--- src/rtl/tmds_decoder.sv ---
// TMDS word aligner and decoder: bit-slip search on control tokens, then 2-stage decode.
// Optional lock-loss counter enabled by defining TMDS_DEC_ERRCNT_EN.
module tmds_decoder #(
    parameter int TOKEN_RUN      = 8,
    parameter int SEARCH_TIMEOUT = 1024,
    parameter int LOCK_TIMEOUT   = 2048
) (
    input  logic        pixclk,
    input  logic        reset,
    input  logic [9:0]  din,
    output logic [7:0]  dout,
    output logic [1:0]  ctl,
    output logic        de,
    output logic        locked,
    output logic [3:0]  offset,
    output logic [15:0] err_count
);
    localparam int RW = $clog2(TOKEN_RUN + 1);
    localparam int DW = $clog2(SEARCH_TIMEOUT + 1);
    localparam int WW = $clog2(LOCK_TIMEOUT + 1);

    typedef enum logic {S_SEARCH, S_LOCKED} state_t;

    state_t        r_state;
    logic [9:0]    r_prev;
    logic [9:0]    r_s1;
    logic [RW-1:0] r_run;
    logic [DW-1:0] r_dwell;
    logic [WW-1:0] r_wd;
    logic [1:0]    r_ign;

    logic [19:0]   w_win;
    logic [9:0]    w_algn;
    logic          w_tok;
    logic [1:0]    w_tctl;
    logic [7:0]    w_d;
    logic [7:0]    w_pix;
    logic          w_drop;

    assign w_win  = {din, r_prev};
    assign w_algn = 10'(w_win >> offset);

    always_comb begin
        w_tok  = 1'b1;
        w_tctl = 2'b00;
        case (r_s1)
            10'b1101010100: w_tctl = 2'b00;
            10'b0010101011: w_tctl = 2'b01;
            10'b0101010100: w_tctl = 2'b10;
            10'b1010101011: w_tctl = 2'b11;
            default:        w_tok  = 1'b0;
        endcase
    end

    // Undo the transition-minimising XOR/XNOR chain and the optional inversion.
    always_comb begin
        w_pix    = '0;
        w_d      = r_s1[9] ? ~r_s1[7:0] : r_s1[7:0];
        w_pix[0] = w_d[0];
        for (int i = 1; i < 8; i++)
            w_pix[i] = w_d[i] ^ w_d[i-1] ^ ~r_s1[8];
    end

    assign w_drop = (r_state == S_LOCKED) && !w_tok && (r_wd == WW'(LOCK_TIMEOUT - 1));

    always_ff @(posedge pixclk) begin
        if (reset) begin
            r_state <= S_SEARCH;
            r_prev  <= '0;
            r_s1    <= '0;
            r_run   <= '0;
            r_dwell <= '0;
            r_wd    <= '0;
            r_ign   <= '0;
            dout    <= '0;
            ctl     <= '0;
            de      <= 1'b0;
            locked  <= 1'b0;
            offset  <= '0;
        end else begin
            r_prev <= din;
            r_s1   <= w_algn;
            if (w_tok) begin
                ctl <= w_tctl;
                de  <= 1'b0;
            end else begin
                dout <= w_pix;
                de   <= 1'b1;
            end
            case (r_state)
                S_SEARCH: begin
                    if (r_ign == 2'd0 && w_tok && r_run == RW'(TOKEN_RUN - 1)) begin
                        r_state <= S_LOCKED;
                        locked  <= 1'b1;
                        r_run   <= '0;
                        r_dwell <= '0;
                        r_wd    <= '0;
                    end else if (r_dwell == DW'(SEARCH_TIMEOUT - 1)) begin
                        offset  <= (offset == 4'd9) ? 4'd0 : offset + 4'd1;
                        r_dwell <= '0;
                        r_run   <= '0;
                        // Stage-1 words in flight were aligned with the old offset.
                        r_ign   <= 2'd2;
                    end else begin
                        r_dwell <= r_dwell + 1'b1;
                        if (r_ign != 2'd0)
                            r_ign <= r_ign - 2'd1;
                        else if (w_tok)
                            r_run <= r_run + 1'b1;
                        else
                            r_run <= '0;
                    end
                end
                S_LOCKED: begin
                    if (w_tok) begin
                        r_wd <= '0;
                    end else if (w_drop) begin
                        r_state <= S_SEARCH;
                        locked  <= 1'b0;
                        r_wd    <= '0;
                        r_run   <= '0;
                        r_dwell <= '0;
                    end else begin
                        r_wd <= r_wd + 1'b1;
                    end
                end
                default: r_state <= S_SEARCH;
            endcase
        end
    end

`ifdef TMDS_DEC_ERRCNT_EN
    logic [15:0] r_err;
    always_ff @(posedge pixclk) begin
        if (reset)
            r_err <= '0;
        else if (w_drop && r_err != 16'hFFFF)
            r_err <= r_err + 16'd1;
    end
    assign err_count = r_err;
`else
    assign err_count = 16'h0000;
`endif

endmodule

--- config.mk ---
export PLATFORM = sky130hd
export DESIGN_NAME = tmds_decoder
export DESIGN_NICKNAME = d
export VERILOG_FILES = /design/src/rtl/tmds_decoder.sv
export SDC_FILE = /design/constraint.sdc
export NUM_CORES = 1
export LEC_CHECK = 0
export CAP_MARGIN = 10
export CORE_ASPECT_RATIO = 0.8
export CORE_UTILIZATION = 56
export DETAILED_ROUTE_END_ITERATION = 12
export PLACE_DENSITY = 0.8
export REMOVE_ABC_BUFFERS = 1
export SLEW_MARGIN = 30
export SYNTH_ARGS = -nofsm -noshare
export SYNTH_HDL_FRONTEND = slang
export SYNTH_SLANG_ARGS = --single-unit
export TNS_END_PERCENT = 10
--- constraint.sdc ---
create_clock -name pixclk -period 2.6 [get_ports pixclk]
set_input_delay 0.52 -clock pixclk [delete_from_list [all_inputs] [get_ports pixclk]]
set_output_delay 0.52 -clock pixclk [all_outputs]
set_load 0.01 [all_outputs]
==> summary.json, run 1 <==
{
  "routed_wl": {"value": 7.644, "unit": "mm"},
  "die_y": {"value": 73.49, "unit": "microns"},
  "routabilityCongestion": {"value": 0.9284},
  "clock-skew-final": {"value": 0.01078, "unit": "ns"},
  "setup_viol": {"value": 0},
  "cts_tree": {"value": "done"},
  "drt.antenna.violating_nets": {"value": 0},
  "ys_seq_elements": {"value": 66},
  "routed_wire_length_per_instance": {"value": 14.53, "unit": "microns"},
  "grt_remaining_overflow": {"value": 0},
  "rsz0062_at_grt": {"value": "no"},
  "timing.hold.ws": {"value": 0.4721, "unit": "ns"},
  "floorplan.io_pins": {"value": 44},
  "maxCapViolations": {"value": 0},
  "drt_iter0_drc": {"value": 237},
  "antenna_found_initial": {"value": 0},
  "cts_max_path_buffers": {"value": 2},
  "initial_core_util": {"value": 59.25, "unit": "%"},
  "drt-vias-per-instance": {"value": 5.880},
  "post_route_minimum_period": {"value": 2.412, "unit": "ns"},
  "layout_common_cells": {"value": "sky130_fd_sc_hd__dfxtp_1 (66), sky130_fd_sc_hd__nor2_1 (53), sky130_fd_sc_hd__a21oi_1 (28)"},
  "critical_path.endpoint_type": {"value": "flip-flop"},
  "ff2ff_path_depth": {"value": 7},
  "design.core.area": {"value": 6037, "unit": "sq um"},
  "netlist_instances": {"value": 416},
  "critPathKind": {"value": "flip-flop to flip-flop"},
  "worst_hold_path_type": {"value": "flip-flop to flip-flop"},
  "final-instance-count-excl-fill": {"value": 526},
  "final-hold-violation-count": {"value": 0},
  "rows": {"value": 25},
  "post-place-cells": {"value": 513},
  "cts.sink_count": {"value": 66},
  "die_area": {"value": 6713, "unit": "sq um"},
  "drtPass1Iterations": {"value": 5},
  "capturing_instance_or_port_of_the_critical_path": {"value": "r_dwell[6]"},
  "hpwlAfterDp": {"value": 5.629, "unit": "mm"},
  "detail_route.drc_violations": {"value": 0},
  "postCtsHoldBufs": {"value": 0},
  "synth_warnings": {"value": 0},
  "areaGrowthSynthToFinish": {"value": 13.36, "unit": "%"},
  "asyncSetResetFlopFracSynth": {"value": 0, "unit": "%"},
  "timing.fmax": {"value": 414.6, "unit": "MHz"},
  "final_common_cell": {"value": "sky130_fd_sc_hd__dfxtp_1"},
  "power.leakage": {"value": 1.546, "unit": "nW"},
  "grt_pass1_wl": {"value": 13.46, "unit": "mm"},
  "synthesized_area_per_cell": {"value": 8.599, "unit": "sq um"},
  "edff_count_synth": {"value": 0},
  "worstPathCellList": {"value": "ha_1 > nand4_1 > or4_4 > o31ai_4 > nand2_2 > or4b_1 > a21oi_1"},
  "final_max_slew_viol_count": {"value": 0},
  "syn-cell-area": {"value": 3577, "unit": "sq um"},
  "clock-root-buffer": {"value": "sky130_fd_sc_hd__clkbuf_8"},
  "regToRegStartpoint": {"value": "r_wd[0]"},
  "cellPowerDensity": {"value": 515.5, "unit": "nW/um^2"},
  "final_layout_size_suffix_gt1_share": {"value": 9.438, "unit": "%"},
  "final_min_period_over_clock_period": {"value": 92.76, "unit": "%"},
  "fillerInstances": {"value": 509},
  "routed-via-count": {"value": 3093},
  "nNetsFinal": {"value": 461},
  "antennaDiodeCount": {"value": 0},
  "htree_num_levels": {"value": 3},
  "worst_path_max_delay_cell": {"value": "sky130_fd_sc_hd__or4_4"},
  "grtUsageTotal": {"value": 25.65, "unit": "%"},
  "number_of_global_route_vias_before_repair": {"value": 2902},
  "grt_start_max_net_pins": {"value": 28},
  "yosysSeqAreaShare": {"value": 36.94, "unit": "%"},
  "critical_path.max_stage_delay": {"value": 0.56, "unit": "ns"},
  "cts_resized": {"value": 0},
  "worstSkewPairLatency": {"value": 0.34, "unit": "ns"},
  "worstSetupStartpoint": {"value": "r_wd[0]"},
  "vdd.ir_drop.worst": {"value": 0.3537, "unit": "mV"},
  "critical_path_launch_point_type": {"value": "flip-flop"},
  "slew-limit-headroom": {"value": 59.03, "unit": "%"},
  "clkSlewWorstSetupHoldPaths": {"value": 0.07, "unit": "ns"},
  "rrSetupSlack": {"value": 0.19, "unit": "ns"},
  "run_status": {"value": "finished clean"},
  "worst_pin_slew": {"value": 0.6137, "unit": "ns"},
  "arrival": {"value": 2.67, "unit": "ns"},
  "fp.dieW": {"value": 91.36, "unit": "microns"},
  "cts_post_setup_buffers_inserted": {"value": 0},
  "required_time_of_the_critical_path": {"value": 2.86, "unit": "ns"},
  "critPathMaxFanout": {"value": 4},
  "cts_inserted_buffers": {"value": 9},
  "numPortBuffers": {"value": 27},
  "rr_endpoint": {"value": "r_dwell[6]"},
  "synth.lib_cells_used.distinct": {"value": 54},
  "dominantRegCellSynth": {"value": "sky130_fd_sc_hd__dfxtp_1"}
}
cell type report:
class | instances | area [sq um] | area share, %
clock buffers | 10 | 127.6 | 3.147
clock inverters | 3 | 20.02 | 0.4937
inverters | 9 | 33.78 | 0.8331
multi-input cells | 317 | 2076 | 51.19
flip-flops and latches | 66 | 1321 | 32.58
well taps | 81 | 101.3 | 2.499
repair buffers | 40 | 375.4 | 9.256
worst max-delay path, delay by kind of cell (launching register included):
| kind | cells | cell delay (ns) |
|---|---|---|
| AO/OA/AOI/OAI | 2 | 0.42 |
| adder cells (fa/ha/maj) | 1 | 0.22 |
| flip-flops | 1 | 0.37 |
| AND/OR/NAND/NOR | 4 | 1.32 |
power by group:
part | switching, mW | leakage, nW | internal (mW) | total (mW)
sequential | 0.0331 | 0.540 | 1.06 | 1.09
clock | 0.361 | 0.0701 | 0.328 | 0.689
combinational | 0.164 | 0.936 | 0.144 | 0.308
synth_stat cells, types with 2 or more instances:
master                     count  area share (%)
sky130_fd_sc_hd__dfxtp_1      66              37
sky130_fd_sc_hd__nor2_1       54             5.7
sky130_fd_sc_hd__a21oi_1      29             4.1
sky130_fd_sc_hd__a211oi_1     26             5.5
sky130_fd_sc_hd__mux2i_1      24             6.7
sky130_fd_sc_hd__nor2b_1      20             3.5
sky130_fd_sc_hd__clkbuf_1     19             2.0
sky130_fd_sc_hd__buf_4        16             3.4
sky130_fd_sc_hd__nand2_1      15             1.6
sky130_fd_sc_hd__nor3_1       15             2.1
sky130_fd_sc_hd__xnor2_1      14             3.4
sky130_fd_sc_hd__o21ai_0      11             1.5
sky130_fd_sc_hd__inv_1         7            0.73
sky130_fd_sc_hd__nand3_1       7            0.98
sky130_fd_sc_hd__nand4_1       7             1.2
sky130_fd_sc_hd__ha_1          6             2.1
sky130_fd_sc_hd__or3_1         6             1.0
sky130_fd_sc_hd__xor2_1        6             1.5
sky130_fd_sc_hd__a31oi_1       5            0.87
sky130_fd_sc_hd__mux2_2        5             1.6
sky130_fd_sc_hd__and3_1        4            0.70
sky130_fd_sc_hd__a21o_1        3            0.63
sky130_fd_sc_hd__a22oi_1       3            0.63
sky130_fd_sc_hd__a311oi_1      3            0.73
sky130_fd_sc_hd__nand2b_1      3            0.52
sky130_fd_sc_hd__o211a_1       3            0.84
sky130_fd_sc_hd__and4_1        2            0.49
sky130_fd_sc_hd__buf_1         2            0.21
sky130_fd_sc_hd__buf_2         2            0.28
sky130_fd_sc_hd__mux4_2        2             1.3
sky130_fd_sc_hd__nand4b_1      2            0.49
sky130_fd_sc_hd__nor4_1        2            0.35
sky130_fd_sc_hd__nor4b_1       2            0.49
sky130_fd_sc_hd__o211ai_1      2            0.42
sky130_fd_sc_hd__o311a_1       2            0.56
sky130_fd_sc_hd__o31ai_1       2            0.42
sky130_fd_sc_hd__or2_2         2            0.35
state kept, by name, indices dropped and copies added (netlist names):
name and count:
r_wd 12, r_dwell 11, r_prev 10, r_s1 10, dout 8, offset 4
r_run 4, ctl 2, r_ign 2, de 1, locked 1, r_state 1
per-layer routing:
| metal | up-vias | GRT usage, % | routed length [microns] |
|---|---|---|---|
| met4 | 0 | 8.289 | 93 |
| met5 | - | 0 | 0 |
| met2 | 111 | 41.33 | 3431 |
| li1 | 1534 | - | - |
| met3 | 12 | 7.350 | 505 |
| met1 | 1436 | 33.57 | 3614 |
through the flow:
stage | setup TNS, ns | setup slack, ns | power, mW | cell area, sq um | util, %
after detailed placement | 0 | 0.1386 | 1.424 | 3901 | 64.62
after global placement | 0 | 0.2521 | 1.409 | 3901 | 64.62
final | 0 | 0.1882 | 2.091 | 4055 | 67.17
after CTS | 0 | 0.1120 | 2.105 | 4049 | 67.07
after global routing | 0 | 0.03414 | 2.201 | 4055 | 67.17
after floorplan | -1.085 | -0.1951 | 1.311 | 3425 | -
cells by family after synthesis:
group	synth area share [%]
and+or+nand+nor	21.58
muxes	9.549
buffers and inverters	6.786
xor gates and xnor gates	4.897
DFF	36.94
adders and majority gates	2.099
other	0.1048
AOI/OAI and AO/OA	18.05
worst min-delay path by stage:
stage	from	end	slack, ns	cells after the start
2_1_floorplan	r_dwell[10]	r_dwell[10]	0.43	1
3_3_place_gp	r_dwell[10]	r_dwell[10]	0.44	1
3_5_place_dp	ctl[0]	ctl[0]	0.46	2
4_1_cts	ctl[0]	ctl[0]	0.47	2
5_1_grt	r_dwell[10]	r_dwell[10]	0.49	1
6_report	ctl[0]	ctl[0]	0.47	2
Power figures use the tool's default switching activity.
==> inputs of run 2 (changes only) <==
CORE_UTILIZATION = 45   (was 56)
CTS_BUF_LIST = sky130_fd_sc_hd__clkbuf_4   (was unset)
PLACE_DENSITY = 0.67   (was 0.8)
==> summary.json, run 2 (synthesized netlist as in run 1, its figures left out) <==
{
  "multi_input_area": {"value": 2073, "unit": "sq um"},
  "cts_inserted_buffers": {"value": 9},
  "finish.instance_area": {"value": 4096, "unit": "sq um"},
  "die_y": {"value": 81.75, "unit": "microns"},
  "power.switching": {"value": 568.8, "unit": "uW"},
  "largest_register_ffs": {"value": 12},
  "routed-via-count": {"value": 2993},
  "grt_remaining_overflow": {"value": 0},
  "design.core.area": {"value": 7532, "unit": "sq um"},
  "drt_iter0_drc": {"value": 272},
  "capturing_instance_or_port_of_the_critical_path": {"value": "r_dwell[6]"},
  "worst_hold_path_type": {"value": "flip-flop to flip-flop"},
  "final_common_cell": {"value": "sky130_fd_sc_hd__dfxtp_1"},
  "htree_num_levels": {"value": 3},
  "regArea": {"value": 1321, "unit": "sq um"},
  "internal_power": {"value": 1.591, "unit": "mW"},
  "run_status": {"value": "finished clean"},
  "cts_tree": {"value": "done"},
  "areaGrowthSynthToFinish": {"value": 14.52, "unit": "%"},
  "top_regs": {"value": "r_wd x12, r_dwell x11"},
  "report.power.total": {"value": 2.160, "unit": "mW"},
  "cts_max_path_buffers": {"value": 2},
  "clock_power_share": {"value": 35.2, "unit": "%"},
  "worstSetupStartpoint": {"value": "r_wd[0]"},
  "numPortBuffers": {"value": 27},
  "slew-limit-headroom": {"value": 56.40, "unit": "%"},
  "grt_start_max_net_pins": {"value": 28},
  "drt-vias-per-instance": {"value": 5.412},
  "initial_core_util": {"value": 47.49, "unit": "%"},
  "regMostFlops": {"value": "r_wd"},
  "rr_endpoint": {"value": "r_dwell[6]"},
  "number_of_global_route_vias_before_repair": {"value": 2653},
  "timing.fmax": {"value": 414.1, "unit": "MHz"},
  "grtUsageTotal": {"value": 20.17, "unit": "%"},
  "power_frac_seq": {"value": 50.6, "unit": "%"},
  "worstSkewPairLatency": {"value": 0.42, "unit": "ns"},
  "final_layout_size_suffix_gt1_share": {"value": 9.821, "unit": "%"},
  "worst_pin_slew": {"value": 0.6531, "unit": "ns"},
  "hpwlAfterDp": {"value": 5.549, "unit": "mm"},
  "critical_path_launch_point_type": {"value": "flip-flop"},
  "required_time_of_the_critical_path": {"value": 2.95, "unit": "ns"},
  "ff2ff_path_depth": {"value": 7},
  "final_min_period_over_clock_period": {"value": 92.87, "unit": "%"},
  "cellPowerDensity": {"value": 527.3, "unit": "nW/um^2"},
  "clkSlewWorstSetupHoldPaths": {"value": 0.11, "unit": "ns"},
  "drt.antenna.violating_nets": {"value": 0},
  "clock-skew-final": {"value": 0.01842, "unit": "ns"},
  "nNetsFinal": {"value": 461},
  "cell_area_after_placement": {"value": 3931, "unit": "sq um"},
  "power.leakage": {"value": 1.560, "unit": "nW"},
  "share_comb_of_total_power": {"value": 14.3, "unit": "%"},
  "rows": {"value": 28},
  "rsz0062_at_grt": {"value": "no"},
  "maxCapViolations": {"value": 0},
  "layout_common_cells": {"value": "sky130_fd_sc_hd__dfxtp_1 (66), sky130_fd_sc_hd__nor2_1 (54), sky130_fd_sc_hd__a21oi_1 (28)"},
  "routed_wl": {"value": 7.497, "unit": "mm"},
  "routed_wire_length_per_instance": {"value": 13.56, "unit": "microns"},
  "cts.sink_count": {"value": 66},
  "antennaDiodeCount": {"value": 0},
  "routabilityCongestion": {"value": 0.8722},
  "setup_viol": {"value": 0},
  "clock-root-buffer": {"value": "sky130_fd_sc_hd__clkbuf_4"},
  "antenna_found_initial": {"value": 0},
  "rrSetupSlack": {"value": 0.19, "unit": "ns"},
  "critical_path.endpoint_type": {"value": "flip-flop"},
  "regToRegStartpoint": {"value": "r_wd[0]"},
  "fp.dieW": {"value": 101.7, "unit": "microns"},
  "drtPass1Iterations": {"value": 4},
  "detail_route.drc_violations": {"value": 0},
  "holdPathStages": {"value": 1},
  "timing.hold.ws": {"value": 0.4610, "unit": "ns"},
  "cts_post_setup_buffers_inserted": {"value": 0},
  "die_area": {"value": 8312, "unit": "sq um"},
  "floorplan.io_pins": {"value": 44},
  "switching_part_of_the_total_power": {"value": 26.33, "unit": "%"},
  "critPathKind": {"value": "flip-flop to flip-flop"},
  "final-hold-violation-count": {"value": 0},
  "critPathMaxFanout": {"value": 4},
  "post_route_minimum_period": {"value": 2.415, "unit": "ns"},
  "final_max_slew_viol_count": {"value": 0},
  "arrival": {"value": 2.76, "unit": "ns"},
  "grt_pass1_wl": {"value": 12.91, "unit": "mm"},
  "timing.final.ws_setup": {"value": 0.1854, "unit": "ns"},
  "fillerInstances": {"value": 721},
  "vdd.ir_drop.worst": {"value": 0.2506, "unit": "mV"},
  "dpl_worst_slack": {"value": 0.1532, "unit": "ns"}
}
[run 2: what timing repair did]
item,4_1_cts,5_1_grt
setup endpoints to repair,0,2
resized for setup,0,1
hold buffers,0,0
endpoints found under the hold margin,0,0
[run 2: area by class of cell]
class	instances	share of cell area (%)
clock buffers	9	1.649
clock inverters	7	2.291
inverters	9	0.8247
multi-input cells	317	50.61
flip-flops and latches	66	32.25
well taps	105	3.207
repair buffers	40	9.163
[run 2: power by group through the flow]
stage                     combinational [mW]  sequential (mW)  clock [mW]
after floorplan                        0.196             1.11           0
after global placement                 0.300             1.11           0
after detailed placement               0.307             1.11           0
after CTS                              0.308             1.09       0.784
after global routing                   0.353             1.10       0.830
final                                  0.308             1.09       0.760
[run 2: worst max-delay path, cell delays in order (launching register included)]
cell and delay (ns):
sky130_fd_sc_hd__dfxtp_1 0.38, sky130_fd_sc_hd__ha_1 0.22, sky130_fd_sc_hd__nand4_1 0.19, sky130_fd_sc_hd__or4_4 0.57, sky130_fd_sc_hd__o31ai_4 0.29, sky130_fd_sc_hd__nand2_2 0.12, sky130_fd_sc_hd__or4b_1 0.47, sky130_fd_sc_hd__a21oi_1 0.12
[run 2: worst min path at each step]
| stage | from | end | slack (ns) |
|---|---|---|---|
| 3_5_place_dp | r_dwell[10] | r_dwell[10] | 0.45 |
| 4_1_cts | r_dwell[10] | r_dwell[10] | 0.46 |
| 6_report | r_dwell[10] | r_dwell[10] | 0.46 |
| 5_1_grt | r_dwell[10] | r_dwell[10] | 0.48 |
| 3_3_place_gp | r_dwell[10] | r_dwell[10] | 0.45 |
| 2_1_floorplan | r_dwell[10] | r_dwell[10] | 0.43 |
[run 2: routing by layer]
layer | GRT usage, % | share of wire [%]
met1 | 29.70 | 51
met2 | 28.51 | 41
met3 | 5.362 | 6.2
met4 | 5.652 | 1.2
met5 | 0 | 0
[run 2: per-stage QoR]
step | utilization, % | TNS, ns | cells
after floorplan | - | -1.085 | 392
after global placement | 52.19 | 0 | 537
after detailed placement | 52.19 | 0 | 537
after CTS | 54.34 | 0 | 553
after global routing | 54.39 | 0 | 553
final | 54.39 | 0 | 553
